==> src/rtl/pc_fetch.sv <==
`default_nettype none
`timescale 1ns/1ps
// pc_fetch: F-stage PC register and one-outstanding instruction fetch sequencer
// with MIPS delay-slot branches and cancel redirects.  Rev 1.0
module pc_fetch #(
   parameter logic [31:0] RESET_PC = 32'hBFC0_0000
) (
   input  logic        clk,
   input  logic        resetn,
   input  logic [31:0] npc,
   input  logic        branch,
   input  logic        cancel,
   input  logic        stall,
   output logic        inst_req,
   output logic [31:0] inst_addr,
   input  logic        inst_addr_ok,
   input  logic        inst_data_ok,
   input  logic [31:0] inst_rdata,
   output logic        f_valid,
   output logic [31:0] f_pc,
   output logic [31:0] f_inst,
   output logic        f_adel
);

   typedef enum logic [1:0] {
      S_REQ  = 2'd0,
      S_WAIT = 2'd1,
      S_FULL = 2'd2
   } state_t;

   state_t      state_q;
   logic [31:0] fetch_pc_q;
   logic [31:0] fetch_pc_d;
   logic [31:0] req_pc_q;
   logic [31:0] tgt_q;
   logic        pend_q;
   logic        discard_q;
   logic        f_valid_q;
   logic [31:0] f_pc_q;
   logic [31:0] f_inst_q;
   logic        f_adel_q;

   logic        misal;
   logic        capture;
   logic        hs;
   logic        advance;

   always_comb begin
      misal      = |fetch_pc_q[1:0];
      capture    = branch & ~stall & ~cancel;
      inst_req   = (state_q == S_REQ) & ~cancel & ~misal;
      inst_addr  = fetch_pc_q;
      hs         = inst_req & inst_addr_ok;
      advance    = (state_q == S_REQ) & ~cancel & (hs | misal);
      // A branch seen in the same cycle as the delay-slot handshake redirects at once
      fetch_pc_d = capture ? npc : (pend_q ? tgt_q : fetch_pc_q + 32'd4);
   end

   always_ff @(posedge clk or negedge resetn) begin
      if (!resetn) begin
         state_q    <= S_REQ;
         fetch_pc_q <= RESET_PC;
         req_pc_q   <= 32'd0;
         tgt_q      <= 32'd0;
         pend_q     <= 1'b0;
         discard_q  <= 1'b0;
         f_valid_q  <= 1'b0;
         f_pc_q     <= 32'd0;
         f_inst_q   <= 32'd0;
         f_adel_q   <= 1'b0;
      end else if (cancel) begin
         fetch_pc_q <= npc;
         pend_q     <= 1'b0;
         f_valid_q  <= 1'b0;
         if (state_q == S_WAIT) begin
            if (inst_data_ok) begin
               discard_q <= 1'b0;
               state_q   <= S_REQ;
            end else begin
               discard_q <= 1'b1;
            end
         end else begin
            state_q <= S_REQ;
         end
      end else begin
         if (advance) begin
            fetch_pc_q <= fetch_pc_d;
            pend_q     <= 1'b0;
         end else if (capture) begin
            pend_q <= 1'b1;
            tgt_q  <= npc;
         end
         case (state_q)
            S_REQ: begin
               if (misal) begin
                  f_pc_q    <= fetch_pc_q;
                  f_inst_q  <= 32'd0;
                  f_adel_q  <= 1'b1;
                  f_valid_q <= 1'b1;
                  state_q   <= S_FULL;
               end else if (hs) begin
                  req_pc_q <= fetch_pc_q;
                  state_q  <= S_WAIT;
               end
            end
            S_WAIT: begin
               if (inst_data_ok) begin
                  if (discard_q) begin
                     discard_q <= 1'b0;
                     state_q   <= S_REQ;
                  end else begin
                     f_pc_q    <= req_pc_q;
                     f_inst_q  <= inst_rdata;
                     f_adel_q  <= 1'b0;
                     f_valid_q <= 1'b1;
                     state_q   <= S_FULL;
                  end
               end
            end
            S_FULL: begin
               if (!stall) begin
                  f_valid_q <= 1'b0;
                  state_q   <= S_REQ;
               end
            end
            default: state_q <= S_REQ;
         endcase
      end
   end

   assign f_valid = f_valid_q;
   assign f_pc    = f_pc_q;
   assign f_inst  = f_inst_q;
   assign f_adel  = f_adel_q;

endmodule
`default_nettype wire

==> config.mk <==
export PLATFORM = sky130hd
export DESIGN_NAME = pc_fetch
export DESIGN_NICKNAME = d
export VERILOG_FILES = /design/src/rtl/pc_fetch.sv
export SDC_FILE = /design/constraint.sdc
export NUM_CORES = 1
export LEC_CHECK = 0
export ABC_AREA = 1
export BUFFER_PORTS_ARGS = -buffer_cell sky130_fd_sc_hd__buf_4
export CORE_UTILIZATION = 42
export DETAILED_ROUTE_END_ITERATION = 16
export PLACE_DENSITY = 0.71
export SYNTH_ARGS = -nofsm -noshare
export SYNTH_HDL_FRONTEND = slang
export SYNTH_SLANG_ARGS = --single-unit
export TNS_END_PERCENT = 10
==> constraint.sdc <==
create_clock -name clk -period 4.9 [get_ports clk]
set_clock_uncertainty 0.05 [all_clocks]
set_input_delay 0.98 -clock clk [delete_from_list [all_inputs] [get_ports clk]]
set_output_delay 0.98 -clock clk [all_outputs]
set_load 0.02 [all_outputs]
==> flow_metrics.tcl <==
set metrics [dict create \
    status "complete, no violations" \
    n_antenna_cell 0 \
    num_io_pins 170 \
    clockPowerShare 0.208 \
    clkLatencyLatePin_ns 0.43 \
    path_class "reg -> out" \
    fp.dieW_um 142 \
    cts.htree.levels 4 \
    synth_cell_type_count 35 \
    clock.fmax_ghz 0.370 \
    via_per_inst 4.98 \
    ctsLongestPathBuffers 2 \
    yosys.area.top_type "dfrtp_1" \
    switchingPower_w 0.00268 \
    whs_path_depth 2 \
    grt_pass1_vias 6860 \
    initial_utilization 0.435 \
    syn_nets 1129 \
    first_pass_iters 5 \
    yosys-top-cells-area "dfrtp_1 48%, nand2_1 14%, o21ai_0 8.7%, nor2_1 4.5%, inv_1 4.1%" \
    worst_pin_slew_ns 1.02 \
    critPathBufInv 4 \
    fp-row-count 50 \
    hp-class "reg -> reg" \
    hold_violations 0 \
    grt_setup_unrepaired "false" \
    dpl.hpwl_mm 14.8 \
    drcViolationCount 0 \
    vias 7291 \
    mostFrequentLayoutCells "308 x nand2_1, 170 x buf_4, 157 x dfrtp_1" \
    nets 1267 \
    fin_cells 1465 \
    reg2reg_depth 8 \
    grt_max_degree 131 \
    areaGrowthSynthToFinish_pct 24.1 \
    cpLargestDelayFamily "flip-flops" \
    chipHeight_um 142 \
    ys_ff_latch 166 \
    setup.worst_path.end_class "output pin" \
    drv_cap 0 \
    period_minus_slack_ns 2.71 \
    cts_sinks 166 \
    maxSlewViolCount 0 \
    swShare 0.419 \
    crit_slowest_cell "dfrtp_1" \
    hold_buffers 0 \
    combPwrFrac 0.413 \
    drtAntennaViolNets 0 \
    finalCritPeriodShare 0.552 \
    grt_usage 0.223 \
    portBuffers 169 \
    grt_pass1_wl_mm 35.1 \
    relSlewSlack 0.316 \
    cp_slowest_stage_delay_ns 0.41 \
    start_kind "flip-flop" \
    clk_pin_slew_ns 0.07 \
    final_layout_size_suffix_gt1_frac 0.212 \
    crit_cells 7 \
    critical_path.max_fanout 4 \
    r2r_setup_slack_ns 2.28 \
    finalSetupViolCount 0 \
    core-area_mm2 0.0190 \
    synthCells 1054 \
    hp-start "req_pc_q[1]" \
    yosysWarnings 0 \
    wl_per_cell_um 14.8 \
    worstReg2RegStart "state_q[1]" \
    r2r_end "f_pc[28]" \
    place_congestion 0.926 \
    numCtsBuffers 17 \
    antenna_found_initial 0 \
    root_buffer "clkbuf_16" \
    worstPathArrival_ns 1.68 \
    cp_cell_sequence "inv_1 -> ha_1 -> inv_1 -> nor2_2 -> nand2_1 -> inv_2 -> buf_4" \
    crit_required_ns 3.87 \
    crit_top_cell "inv_1" \
    post_cts_buffers 0 \
    seq_area_frac_synth 0.506 \
    worst_hold_path.endpoint "req_pc_q[1]" \
    cts_tree "built" \
    cts-resized-gates 0 \
    placed_cells 1432 \
    synth_top_area_frac 0.477 \
    intPower_w 0.00371 \
    overflow 0 \
    seqPwrFrac 0.379 \
    final_common_cell "nand2_1" \
    wl_mm 21.7 \
    p_leak_nw 5.12 \
    drt-initial-drc-count 523 \
    pwr_density_cell_mw_per_mm2 626 \
    design.die.area_mm2 0.0202 \
    vdd_drop_max_v 0.000293 \
    synth_area_mm2 0.00824 \
    synth_area_per_cell_um2 7.81 \
    finalSetupTns_ns 0 \
]
power groups by stage:
stage                     clock, W  combinational (W)  sequential (W)
after floorplan                  0            0.00130         0.00274
after global placement           0            0.00258         0.00243
after detailed placement         0            0.00263         0.00244
after CTS                  0.00135            0.00265         0.00242
after global routing       0.00141            0.00296         0.00250
final                      0.00133            0.00264         0.00242
routing by layer:
metal	part of all wire	vias up	GRT usage
met5	0	-	0
met4	0.016	0	0.0798
met3	0.062	23	0.0377
met2	0.44	249	0.343
met1	0.48	3370	0.317
li1	-	3649	-
tightest hold or removal path: cells and delay by family (launching register included):
kind	cells	cell delay, ns
buffers and inverters	1	0.04
flip-flops	1	0.34
AND/OR/NAND/NOR	1	0.05
kinds of logic after synthesis:
logic type                 synth area share
adders and majority gates           0.00608
xor gates and xnor gates            0.00638
AOI/OAI and AO/OA                     0.156
muxes                                0.0164
and+or+nand+nor                       0.232
DFF                                   0.506
buffers and inverters                0.0772
state kept, by name, indices dropped and copies added, names as in the netlist:
name and flops:
pend_q 1, state_q 2, discard_q 1, f_pc 32
tgt_q 32, req_pc_q 32, f_valid 1, f_inst 32
f_adel 1, inst_addr 32
worst max-delay path by stage:
stage	startpoint	end	slack, ns
after global routing	state_q[1]	f_pc[28]	1.99
after global placement	inst_data_ok	f_pc[25]	1.89
after floorplan	cancel	inst_req	2.52
after detailed placement	inst_data_ok	f_inst[3]	1.71
after CTS	state_q[1]	f_inst[3]	1.76
final	state_q[1]	inst_req	2.19
cell usage after synthesis, drive strengths merged:
| library cell | count |
|---|---|
| a211oi | 1 |
| a21oi | 35 |
| a31oi | 1 |
| buf | 30 |
| clkbuf | 24 |
| dfrtp | 157 |
| dfstp | 9 |
| ha | 4 |
| inv | 96 |
| mux2 | 10 |
| nand2 | 316 |
| nand3 | 37 |
| nand4 | 2 |
| nor2 | 111 |
| nor3 | 1 |
| o211ai | 2 |
| o21ai | 209 |
| o21bai | 1 |
| o22ai | 2 |
| xor2 | 6 |
metrics by stage:
stage	utilization	hold WS, ns	total power [W]	cell area (µm²)	setup slack (ns)
finish	0.539	0.411	0.00640	10200	2.19
global route	0.539	0.445	0.00687	10200	1.99
CTS	0.538	0.415	0.00642	10200	1.76
detailed placement	0.507	0.397	0.00507	9610	1.71
global placement	0.507	0.394	0.00501	9610	1.89
floorplan	-	0.381	0.00404	8240	2.52
cell type report:
cell class	instances	area, µm²
timing repair buffer	173	1340
sequential	166	4170
clock inverter	12	118
clock buffer	20	467
tap	260	325
inverter	96	360
multi-input combinational	738	3450
fill	1816	8740
Note: power is estimated with default switching activity, not from simulation.
